File: src/rtl/mem_arbiter.sv
// Two-to-one arbiter serialising the I-fetch and D-memory ports onto one pmem port.
// Optional feature: define ARB_ROUND_ROBIN_EN for a round-robin tie-break instead of fixed D-over-I.
module mem_arbiter #(
  parameter int unsigned ADDR_W = 16,
  parameter int unsigned DATA_W = 128
) (
  input  logic              clk,
  input  logic              rst_n,
  input  logic              i_read,
  input  logic [ADDR_W-1:0] i_addr,
  output logic [DATA_W-1:0] i_rdata,
  output logic              i_resp,
  input  logic              d_read,
  input  logic              d_write,
  input  logic [ADDR_W-1:0] d_addr,
  input  logic [DATA_W-1:0] d_wdata,
  output logic [DATA_W-1:0] d_rdata,
  output logic              d_resp,
  output logic              pmem_read,
  output logic              pmem_write,
  output logic [ADDR_W-1:0] pmem_addr,
  output logic [DATA_W-1:0] pmem_wdata,
  input  logic [DATA_W-1:0] pmem_rdata,
  input  logic              pmem_resp
);

  typedef enum logic [1:0] {
    ST_IDLE    = 2'd0,
    ST_SERVE_I = 2'd1,
    ST_SERVE_D = 2'd2
  } state_t;

  state_t            r_state;
  state_t            w_state_next;
  logic              w_d_req;
  logic              w_grant_i;
  logic              w_grant_d;
  logic              w_strobe;
  logic              w_done;
  logic              r_rw;
  logic              r_pmem_read;
  logic              r_pmem_write;
  logic [ADDR_W-1:0] r_pmem_addr;
  logic [DATA_W-1:0] r_pmem_wdata;
  logic [DATA_W-1:0] r_i_rdata;
  logic [DATA_W-1:0] r_d_rdata;
`ifdef ARB_ROUND_ROBIN_EN
  logic              r_ptr_i;
`endif

  assign w_d_req  = d_read | d_write;
  assign w_strobe = r_pmem_read | r_pmem_write;
  // A completion only counts once the strobe is actually on the bus.
  assign w_done   = (r_state != ST_IDLE) & w_strobe & pmem_resp;

  // Next-state and grant selection.
  always_comb begin
    w_state_next = r_state;
    w_grant_i    = 1'b0;
    w_grant_d    = 1'b0;
    case (r_state)
      ST_IDLE: begin
`ifdef ARB_ROUND_ROBIN_EN
        if (w_d_req && i_read) begin
          w_grant_i = r_ptr_i;
          w_grant_d = ~r_ptr_i;
        end else begin
          w_grant_d = w_d_req;
          w_grant_i = i_read;
        end
`else
        w_grant_d = w_d_req;
        w_grant_i = i_read & ~w_d_req;
`endif
        if (w_grant_d) begin
          w_state_next = ST_SERVE_D;
        end else if (w_grant_i) begin
          w_state_next = ST_SERVE_I;
        end
      end
      ST_SERVE_I, ST_SERVE_D: begin
        if (w_done) w_state_next = ST_IDLE;
      end
      default: w_state_next = ST_IDLE;
    endcase
  end

  always_ff @(posedge clk or negedge rst_n) begin
    if (!rst_n) r_state <= ST_IDLE;
    else        r_state <= w_state_next;
  end

  // Latched operands, bus strobes (one cycle after grant) and held read data.
  always_ff @(posedge clk or negedge rst_n) begin
    if (!rst_n) begin
      r_rw         <= 1'b0;
      r_pmem_read  <= 1'b0;
      r_pmem_write <= 1'b0;
      r_pmem_addr  <= '0;
      r_pmem_wdata <= '0;
      r_i_rdata    <= '0;
      r_d_rdata    <= '0;
    end else begin
      if (w_grant_d) begin
        r_pmem_addr  <= d_addr;
        r_pmem_wdata <= d_wdata;
        r_rw         <= d_write;
      end else if (w_grant_i) begin
        r_pmem_addr  <= i_addr;
        r_rw         <= 1'b0;
      end
      r_pmem_read  <= (r_state != ST_IDLE) & ~w_done & ~r_rw;
      r_pmem_write <= (r_state != ST_IDLE) & ~w_done & r_rw;
      if (i_resp) r_i_rdata <= pmem_rdata;
      if (d_resp) r_d_rdata <= pmem_rdata;
    end
  end

`ifdef ARB_ROUND_ROBIN_EN
  always_ff @(posedge clk or negedge rst_n) begin
    if (!rst_n)      r_ptr_i <= 1'b0;
    else if (w_done) r_ptr_i <= ~r_ptr_i;
  end
`endif

  assign i_resp     = (r_state == ST_SERVE_I) & w_done;
  assign d_resp     = (r_state == ST_SERVE_D) & w_done;
  assign i_rdata    = i_resp ? pmem_rdata : r_i_rdata;
  assign d_rdata    = d_resp ? pmem_rdata : r_d_rdata;
  assign pmem_read  = r_pmem_read;
  assign pmem_write = r_pmem_write;
  assign pmem_addr  = r_pmem_addr;
  assign pmem_wdata = r_pmem_wdata;

  a_d_rw_exclusive: assert property (@(posedge clk) disable iff (!rst_n) !(d_read && d_write));

endmodule

File: config.mk
export PLATFORM = sky130hd
export DESIGN_NAME = mem_arbiter
export DESIGN_NICKNAME = d
export VERILOG_FILES = /design/src/rtl/mem_arbiter.sv
export SDC_FILE = /design/constraint.sdc
export NUM_CORES = 1
export LEC_CHECK = 0
export CORE_AREA = 4 4 267 269
export DETAILED_ROUTE_END_ITERATION = 8
export DIE_AREA = 0 0 271 273
export HOLD_SLACK_MARGIN = 0.06
export PLACE_DENSITY = 0.51
export SYNTH_ARGS = -nofsm -noshare
export SYNTH_HDL_FRONTEND = slang
export SYNTH_SLANG_ARGS = --single-unit
File: constraint.sdc
create_clock -name clk -period 3 [get_ports clk]
set_clock_uncertainty 0.05 [all_clocks]
set_input_delay 0.6 -clock clk [delete_from_list [all_inputs] [get_ports clk]]
set_output_delay 0.6 -clock clk [all_outputs]
set_load 0.02 [all_outputs]
; ---- Word-level counts from Yosys, hierarchy flattened
; Cells that the tools add are included.
[totals]
ff_bits = 405
inputBits = 294
elab_cells = 42
output_inout_bits = 404
[classes]
n_reduce_logical = 5
mux = 12
eq_ne = 4
n_bitwise = 13
[ops]
columns = operator, count
row1 = 2-to-1 mux 128 bit, 2
row2 = 2-to-1 mux 16 bit, 2
row3 = bitwise AND 1 bit, 8
row4 = 2-to-1 mux 2 bit, 3
row5 = 2-to-1 mux 1 bit, 4
row6 = one-hot mux 2 bit (2 select lines), 1
row7 = nonzero test 2 bit, 2
row8 = inequality test 3 bit (second input constant), 1
row9 = inverter 1 bit, 3
row10 = == test 2 x 1 -> 1 bit (second input constant), 1
row11 = == test 2 bit (second input constant), 1
row12 = zero test 2 bit, 1
row13 = inequality test 2 bit (second input constant), 1
row14 = OR 1 bit, 2
row15 = AND reduction 2 bit, 1
row16 = OR reduction 2 bit, 1

; ---- Depth between registers and ports, before layout
; Gate-level depths: netlist of the first run.
[logic_depth]
ltp_word = 6
ltp_mapped = 9
mapped_depth_nobuf = 5

; ---- Worst setup path before layout of the first run
; Ideal clock, no wire load.
[synth_timing]
path_kind = register to output
startpoint = reg r_state[0]
endpoint = out d_rdata[118]
path_slack_ns = 0.616
t_required_ns = 2.350
arrival_ns = 1.734
path_buffers = 3
path_stages_with_launch = 8
cell_sequence = dfrtp_1 > inv_1 > ha_1 > buf_4 > nor3b_4 > buf_6 > buf_6 > mux2_2
[synth_via]
elab_chain_cells = 5
[synth_rtl]
columns = element, line
row1 = start: declaration, 33  ; state_t r_state;
row2 = start signal: assignment, 90  ; else r_state <= w_state_next;
row3 = nonzero test 2 bit, 54  ; assign w_done = (r_state != ST_IDLE) & w_strobe & pmem_resp;
row4 = bitwise AND 1 bit (2 in a row), 54
row5 = bitwise AND 1 bit (*), 127  ; assign d_resp = (r_state == ST_SERVE_D) & w_done;
row6 = via d_resp, 18  ; output logic d_resp,
row7 = 2-to-1 mux 128 bit (*), -
row8 = end: declaration, 17  ; output logic [DATA_W-1:0] d_rdata,
; The timed path passes the listed nets; every way through them passes the cells marked *.

; ---- Worst setup path in the final report of the first run
[layout_timing]
startpoint = in pmem_resp
endpoint = out i_rdata[44]
[layout_via]
elab_chain_cells = 3
[layout_rtl]
columns = element, line
row1 = start: declaration, 24  ; input logic pmem_resp
row2 = bitwise AND 1 bit, 54
row3 = bitwise AND 1 bit, 126  ; assign i_resp = (r_state == ST_SERVE_I) & w_done;
row4 = 2-to-1 mux 128 bit, -
row5 = end: declaration, 11  ; output logic [DATA_W-1:0] i_rdata,
; Every way passes these cells.

==> results.txt, run 1 <==
The run finished, with violations left. The checks that failed: setup timing. The cell repeated most along the worst path is sky130_fd_sc_hd__buf_4. The total global routing track utilization is 15.44%. CTS saw 405 sinks. Entering global routing, the biggest net connects 82 pins. The relative contribution of the clock network to total power came out at 18.2%.

The kind of start point of the critical path is an input port. The tightest min-delay check is of the reg -> reg type. The DRC violation count after routing is 0. The cell family contributing the most delay on the critical path is buffers and inverters.

The post-route netlist has 49.95% of its cells at a drive strength greater than 1. The total overflow reported by the global router is 0. The number of vias in the routed layout came out at 11173. The endpoint arrival time on the critical path is 2.56 ns. The setup violation total in the final timing report is 245. Using the TritonRoute via totals, the vias-per-cell ratio works out to 4.022.

In this run the mean area of a mapped cell was 17.92 sq um. The total count of hold-check failures in the final report came out at 0. STA classifies the critical path endpoint as an output port. The signal on the critical path passes through clkdlybuf4s50_1 > o21ai_4 > nor3b_4 > buf_4 > buf_12 > buf_4 > clkbuf_16 > mux2_4 > buf_6.

Routability-driven placement finished with a final weighted congestion of 0.7774. The clock latency at the later pin of the worst-skew pair came out at 0.57 ns. The slowest stage of the critical path belongs to the cell sky130_fd_sc_hd__clkdlybuf4s50_1. Summing internal, switching and leakage power gives 0.03172 W. The finished layout holds 2778 standard cells, fillers aside. Setup repair after global routing could not meet its margin everywhere.

The slew at the pin with the worst max-slew slack is 1.043 ns. After technology mapping, the gate count stands at 907. In the final routed layout, each cell accounts on average for 22.04 um. The number of iterations in the first detailed-routing pass came out at 4. The post-synthesis sequential area ratio is 62.35%.

The initial antenna violation count is 8. For this configuration, the core starts out at a cell density of 23.70%. The number of cells in the design after placement came out at 2539. The static leakage came out at 12.71 nW. The portion of the clock cycle consumed by the worst path in the final layout is 107.0%. The synthesis-stage register bit count came out at 405. Cell internal power was estimated by the tool at 0.02035 W. Net switching is 35.86% of the power. Power spread over the standard cell area amounts to 1131 mW/mm^2. The maximum cell stage delay along the critical path is 0.51 ns. The first global-routing pass estimated 85970 um of wire. The combinational power share is 53.7%. The chip height came out at 273 um. The worst slack at placement came out at -0.5795 ns.

Headroom to the max-slew limit came out at 30.46%. The largest vdd supply drop is 0.6130 mV. The upper clock frequency limit came out at 0.3115 GHz. The type of the setup path with the least slack is in -> out. The area of the die came out at 0.07398 sq mm. The H-tree was split into 2 levels. The total number of placement rows is 96. The count of nets after finishing is 2102. The routed wire length came out at 61220 um. The number of max-slew violations in the final report is 0. The number of buffers added by the clock tree synthesis step is 48.

The detailed placement HPWL came out at 44540 um. The number of global-route vias before repair is 12482. The count of buffers from port buffering is 697. The minimum clock period is 3.211 ns. In this run, flip-flops and latches consume 28.1% of the power. In this run the remaining antenna-violating nets after routing total 0.

The number of ports placed on the die boundary came out at 698. The analysis attributes to net switching a power of 0.01137 W. The number of nets in the synthesized netlist is 1204. Of all nets on the critical path, the largest fanout is 10. The setup slack after layout is -0.2106 ns. CTS placed an instance of sky130_fd_sc_hd__clkbuf_16 at the clock tree root. Together, buffers and inverters on the worst path number 6. The max-cap violation count is 0. The core region is 0.06859 sq mm. For this block, the initial DRC count from the detailed router was 419. The maximum count of clock buffers along a single path came out at 3. The area growth from synthesis to layout is 72.61%. Fill cells in the final layout number 6311. The netlist area before placement is 0.01625 sq mm. The distinct cell type count of the synthesized netlist is 23. At the worst endpoint, the required time is 2.35 ns.

For this run, the number of Yosys warnings is 0. TritonCTS built the clock tree. The die extent in x is 271 um. The post-CTS clock slew at the launch and capture registers of the worst setup and hold paths came out at 0.06 ns.
## worst paths after layout
path	cells past startpoint	from	to	slack, ns
setup / recovery	9	pmem_resp	i_rdata[44]	-0.21
hold / removal	1	r_rw$_DFFE_PN0P_	pmem_read$_DFF_PN0_	0.40
setup reg to reg	10	r_state[0]$_DFFE_PN0P_	r_d_rdata[99]$_DFF_PN0_	0.88
hold reg to reg	1	r_rw$_DFFE_PN0P_	pmem_read$_DFF_PN0_	0.40
max in group asynchronous	3	rst_n	pmem_wdata[15]$_DFFE_PN0P_	1.49
min in group asynchronous	2	rst_n	r_d_rdata[17]$_DFF_PN0_	0.53
## placed cells by master (no fill, tap or decap), types with 2 or more instances in the layout
cell / n
sky130_fd_sc_hd__o21ai_4: 2
sky130_fd_sc_hd__inv_2: 2
sky130_fd_sc_hd__a22oi_1: 2
sky130_fd_sc_hd__clkinv_2: 8
sky130_fd_sc_hd__dfrtp_1: 405
sky130_fd_sc_hd__nor3b_4: 2
sky130_fd_sc_hd__buf_6: 223
sky130_fd_sc_hd__nor2_1: 32
sky130_fd_sc_hd__inv_6: 3
sky130_fd_sc_hd__clkbuf_16: 58
sky130_fd_sc_hd__nor3b_1: 2
sky130_fd_sc_hd__diode_2: 3
sky130_fd_sc_hd__clkinv_4: 3
sky130_fd_sc_hd__mux2_2: 141
sky130_fd_sc_hd__buf_8: 19
sky130_fd_sc_hd__clkbuf_2: 13
sky130_fd_sc_hd__buf_16: 10
sky130_fd_sc_hd__o22ai_1: 18
sky130_fd_sc_hd__clkbuf_8: 11
sky130_fd_sc_hd__buf_4: 127
sky130_fd_sc_hd__clkbuf_1: 14
sky130_fd_sc_hd__mux2_4: 243
sky130_fd_sc_hd__buf_2: 19
sky130_fd_sc_hd__clkdlybuf4s50_1: 438
sky130_fd_sc_hd__ha_4: 2
sky130_fd_sc_hd__buf_12: 34
sky130_fd_sc_hd__dlygate4sd2_1: 3
## routing by layer
layer  up-vias  wire length, um  global-route usage, %  share of wire, %
met4         6             1992                  5.269               3.3
met1      5588            22300                  16.48                36
li1       5001                -                      -                 -
met5         -               40                      0             0.065
met2       470            31110                  27.44                51
met3       108             5775                  6.594               9.4
## state kept, by name, indices dropped and copies added, names as in the netlist
| signal | flops |
|---|---|
| r_d_rdata | 128 |
| r_state | 2 |
| pmem_read | 1 |
| pmem_wdata | 128 |
| pmem_addr | 16 |
| pmem_write | 1 |
| r_i_rdata | 128 |
| r_rw | 1 |
## timing repair
action                      CTS  global route
setup endpoints to repair   258           258
buffers inserted             74            65
hold endpoints to repair     36             0
cloned                        9             9
pin swaps                     1             3
gates resized for setup    1258           366
hold buffers                  1             0
## cells by family after synthesis
logic type / Yosys count / share of synthesized area [%]
flip-flops: 405 / 62.35
multiplexers: 384 / 31.22
buffers and inverters: 51 / 3.957
AND/OR/NAND/NOR: 39 / 1.193
AO/OA/AOI/OAI: 25 / 1.047
adder cells (fa/ha/maj): 3 / 0.2310
## through the flow
stage	utilization, %	cell area, sq um	TNS (ns)	hold slack, ns
2_1_floorplan	-	16250	0	0.2544
6_report	40.91	28060	-26.59	0.3989
4_1_cts	39.16	26860	-39.70	0.3851
3_3_place_gp	35.56	24390	-125.44	0.3753
5_1_grt	40.90	28050	-53.83	0.4025
3_5_place_dp	35.56	24390	-126.06	0.3819
## cell type report
cell class / instances / area [sq um] / share of cell area (%)
clock inverters: 15 / 122.6 / 0.4370
repair buffers: 896 / 9512 / 33.90
multi-input cells: 451 / 5674 / 20.22
inverters: 3 / 11.26 / 0.04014
clock buffers: 74 / 1430 / 5.097
diodes: 3 / 7.507 / 0.02676
well taps: 931 / 1165 / 4.152
flip-flops and latches: 405 / 10130 / 36.12
## cells in the mapped netlist
| cell | instances | area share (%) |
|---|---|---|
| sky130_fd_sc_hd__dfrtp_1 | 405 | 62 |
| sky130_fd_sc_hd__mux2_4 | 200 | 18 |
| sky130_fd_sc_hd__mux2_2 | 184 | 13 |
| sky130_fd_sc_hd__nor2_1 | 32 | 0.74 |
| sky130_fd_sc_hd__buf_12 | 22 | 2.7 |
| sky130_fd_sc_hd__o22ai_1 | 18 | 0.69 |
| sky130_fd_sc_hd__buf_2 | 12 | 0.37 |
| sky130_fd_sc_hd__buf_6 | 9 | 0.62 |
| sky130_fd_sc_hd__buf_4 | 3 | 0.14 |
| sky130_fd_sc_hd__ha_1 | 3 | 0.23 |
| sky130_fd_sc_hd__inv_1 | 3 | 0.069 |
| sky130_fd_sc_hd__a22oi_1 | 2 | 0.092 |
| sky130_fd_sc_hd__clkbuf_1 | 2 | 0.046 |
| sky130_fd_sc_hd__nor3b_1 | 2 | 0.092 |
| sky130_fd_sc_hd__nor3b_4 | 2 | 0.23 |
| sky130_fd_sc_hd__nand2_1 | 1 | 0.023 |
| sky130_fd_sc_hd__nand2b_1 | 1 | 0.039 |
| sky130_fd_sc_hd__nand4bb_1 | 1 | 0.069 |
| sky130_fd_sc_hd__o21ai_0 | 1 | 0.031 |
| sky130_fd_sc_hd__o21ai_1 | 1 | 0.031 |
| sky130_fd_sc_hd__o21ai_4 | 1 | 0.10 |
| sky130_fd_sc_hd__o21bai_1 | 1 | 0.046 |
| sky130_fd_sc_hd__o31a_1 | 1 | 0.054 |
## power groups by stage
stage                     logic, W  registers, W  clock network, W
after floorplan            0.00708        0.0100                 0
after global placement      0.0157       0.00891                 0
after detailed placement    0.0157       0.00896                 0
after CTS                   0.0160       0.00892           0.00599
after global routing        0.0178       0.00920           0.00622
final                       0.0170       0.00893           0.00576
(Power assumes the default switching activity.)
==> run 2: changes to the inputs <==
- SETUP_SLACK_MARGIN: not set -> 0.1
- SKIP_LAST_GASP: not set -> 1
==> run 2 against run 1 <==
The run still ends with setup timing left. Utilization shrank 0.30 points. Non-clock buffer count grew 10. First-iteration DRC count shrank 6.7%. Largest power group unchanged. Highest routed layer unchanged.
==> results.txt, run 2 (synthesis gave the netlist of run 1 again) <==
Result of the run: finished with violations (unchanged). Violated checks: setup timing (unchanged). The chip height is 273 um (unchanged). The number of iterations in the first detailed-routing pass came out at 4 (unchanged).

The area of the die came out at 0.07398 sq mm (unchanged). RSZ-0062 raised after global routing: yes (unchanged). The effective utilization at floorplan is 23.70% (unchanged). The clock latency at the later pin of the worst-skew pair came out at 0.57 ns (about the same). The type of the setup path with the least slack is reg -> out (was in -> out). The required time reported for the critical path endpoint is 2.35 ns (about the same). The number of inserted filler cells in the final layout came out at 6359 (was 6311). The count of buffers from port buffering is 697 (unchanged). The worst slew margin relative to its limit came out at 30.16% (was 30.46%). The kind of path behind the tightest hold check is reg -> reg (unchanged).

The number of buffers added by the clock tree synthesis step is 48 (unchanged). The static leakage came out at 12.72 nW (was 12.71 nW). The number of standard cells in the layout, taps in and fillers out came out at 2790 (was 2778). The minimum clock period came out at 3.247 ns (was 3.211 ns).

The footprint of the multi-input gates is 0.005689 sq mm (was 0.005674 sq mm). The portion of the clock cycle consumed by the worst path in the final layout came out at 108.2% (was 107.0%). The area growth from synthesis to layout is 71.36% (was 72.61%).

The maximum count of clock buffers along a single path came out at 3 (unchanged). The post-detailed-route via-to-cell ratio came out at 4.043 (was 4.022). The number of global-route vias before repair came out at 12427 (was 12482). The first-iteration detailed-routing DRC count came out at 391 (was 419). The maximum cell stage delay along the critical path is 0.40 ns (was 0.51 ns). The core footprint is 0.06859 sq mm (unchanged). The detailed placement HPWL was 44540 um (unchanged). The routed length per instance is 21.91 um (was 22.04 um). The global-route wire length before repair was 85480 um (was 85970 um). The initial antenna violation count was 8 (unchanged). The kind of start point of the critical path was a flip-flop (was input port). The endpoint type of the worst setup path is an output port (unchanged).

The total global routing track utilization is 15.35% (was 15.44%). The largest net degree at the start of global routing is 82 (unchanged). The post-CTS clock slew at the launch and capture registers of the worst setup and hold paths came out at 0.06 ns (about the same). The routed wire length came out at 61120 um (was 61220 um). The largest fanout on the critical path is 5 (was 10). The max-cap violation count is 0 (unchanged). The upper clock frequency limit came out at 0.3080 GHz (was 0.3115 GHz). The number of ports placed on the die boundary is 698 (unchanged). The total overflow reported by the global router is 0 (unchanged). The cell with the largest stage delay on the worst path is sky130_fd_sc_hd__dfrtp_1 (was sky130_fd_sc_hd__clkdlybuf4s50_1). The number of clock sinks seen by CTS is 405 (unchanged). The count of nets after finishing came to 2112 (was 2102). The last weighted congestion value of the routability-driven placer is 0.7774 (unchanged). The sequential cell area in the final layout is 0.01013 sq mm (unchanged). The DRC violation count after routing came to 0 (unchanged).

The setup violation total in the final timing report is 252 (was 245). The fraction of layout cells with a size suffix above 1 came out at 50.32% (was 49.95%). The number of vias in the routed layout is 11280 (was 11173). Worst-path cell chain: buf_6 > ha_4 > nor3b_4 > buf_4 > buf_12 > buf_12 > buf_12 > buf_6 > buf_4 > mux2_4 > buf_6 (was clkdlybuf4s50_1 > o21ai_4 > nor3b_4 > buf_4 > buf_12 > buf_4 > clkbuf_16 > mux2_4 > buf_6). The total count of hold-check failures in the final report came out at 0 (unchanged). The number of cells in the design after placement was 2539 (unchanged).

The remaining antenna violation count came out at 0 (unchanged). The die extent in x came out at 271 um (unchanged). The library cell used as clock root buffer is sky130_fd_sc_hd__clkbuf_16 (unchanged). The cell family contributing the most delay on the critical path was buffers and inverters (unchanged). The number of max-slew violations in the final report is 0 (unchanged). The combined buffer and inverter count along the critical path came out at 8 (was 6). The largest vdd supply drop came out at 0.6150 mV (was 0.6130 mV). The H-tree depth is 2 (unchanged). The leading cell type in the layout, fill and taps excluded is sky130_fd_sc_hd__clkdlybuf4s50_1 (unchanged).

The endpoint arrival time on the critical path is 2.60 ns (was 2.56 ns). The post-layout utilization of the core is 40.61% (was 40.91%). The cell area power density is 1127 mW/mm^2 (was 1131 mW/mm^2).

Most frequent cells in the layout: 438 x sky130_fd_sc_hd__clkdlybuf4s50_1, 405 x sky130_fd_sc_hd__dfrtp_1, 247 x sky130_fd_sc_hd__mux2_4 (was 438 x sky130_fd_sc_hd__clkdlybuf4s50_1, 405 x sky130_fd_sc_hd__dfrtp_1, 243 x sky130_fd_sc_hd__mux2_4). The slew at the pin with the worst max-slew slack came out at 1.048 ns (was 1.043 ns). The final sum of negative setup slack came out at -30.80 ns (was -26.59 ns). The setup slack after layout came out at -0.2472 ns (was -0.2106 ns). The clock tree from TritonCTS is built (unchanged). The total number of placement rows came out at 96 (unchanged).
==> run 2: changes by cell type in the layout (fill, tap and decap cells not counted), sizes merged <==
cell / previous run / this run
buf: 432 / 404
clkbuf: 96 / 136
diode: 3 / 5
dlygate4sd2: 3 / 0
dlymetal6s2s: 0 / 1
==> run 2: metal layers <==
metal  share of wire (%)  track usage, %  vias to the layer above
li1                    -               -                     5026
met1                  36           16.34                     5646
met2                  51           27.32                      483
met3                 9.6           6.620                      119
met4                 3.6           5.214                        6
met5               0.065               0                        -
==> run 2: final timing paths <==
path / startpoint / endpoint / slack, ns / depth (start not counted)
worst max-delay path: r_state[0]$_DFFE_PN0P_ / i_rdata[3] / -0.25 / 11
worst min-delay path: r_rw$_DFFE_PN0P_ / pmem_read$_DFF_PN0_ / 0.39 / 1
worst max register to register: r_state[0]$_DFFE_PN0P_ / r_i_rdata[14]$_DFF_PN0_ / 0.84 / 11
worst min register to register: r_rw$_DFFE_PN0P_ / pmem_read$_DFF_PN0_ / 0.39 / 1
max in group asynchronous: rst_n / pmem_wdata[14]$_DFFE_PN0P_ / 1.50 / 3
min in group asynchronous: rst_n / r_i_rdata[8]$_DFF_PN0_ / 0.53 / 2
==> run 2: repair_timing <==
action | CTS | global route
buffers inserted | 55 | 83
pin swaps | 1 | 3
gates resized for setup | 863 | 613
endpoints found under the hold margin | 36 | 0
hold buffers | 1 | 0
setup endpoints to repair | 258 | 258
cloned | 8 | 11
==> run 2: area by class of cell <==
type	count	area share (%)
repair buffers	906	33.35
clock buffers	74	5.135
clock inverters	15	0.4402
multi-input cells	451	20.43
well taps	931	4.182
flip-flops and latches	405	36.39
inverters	3	0.04043
diodes	5	0.04492
==> run 2: power breakdown <==
group	internal, W	total, W	switching, W
clock network	0.00337	0.00575	0.00238
logic	0.00874	0.0167	0.00797
registers	0.00796	0.00893	0.000970
==> run 2: worst reg2reg max path, cell delays in order, from the launching register on <==
cell	delay (ns)
sky130_fd_sc_hd__dfrtp_1	0.40
sky130_fd_sc_hd__buf_6	0.13
sky130_fd_sc_hd__ha_4	0.14
sky130_fd_sc_hd__nor3b_4	0.14
sky130_fd_sc_hd__buf_4	0.14
sky130_fd_sc_hd__buf_12	0.14
sky130_fd_sc_hd__buf_12	0.13
sky130_fd_sc_hd__buf_12	0.12
sky130_fd_sc_hd__buf_6	0.12
sky130_fd_sc_hd__buf_12	0.12
sky130_fd_sc_hd__mux2_4	0.30
sky130_fd_sc_hd__buf_4	0.13
==> run 2: through the flow <==
| stage | setup slack (ns) | cell area (sq um) | power (W) | hold slack, ns |
|---|---|---|---|---|
| 3_3_place_gp | -0.5767 | 24390 | 0.02462 | 0.3753 |
| 2_1_floorplan | 0.6158 | 16250 | 0.01712 | 0.2544 |
| 4_1_cts | -0.3053 | 26480 | 0.03037 | 0.3851 |
| 3_5_place_dp | -0.5795 | 24390 | 0.02469 | 0.3819 |
| 5_1_grt | -0.3583 | 27850 | 0.03295 | 0.4025 |
| 6_report | -0.2472 | 27850 | 0.03140 | 0.3855 |
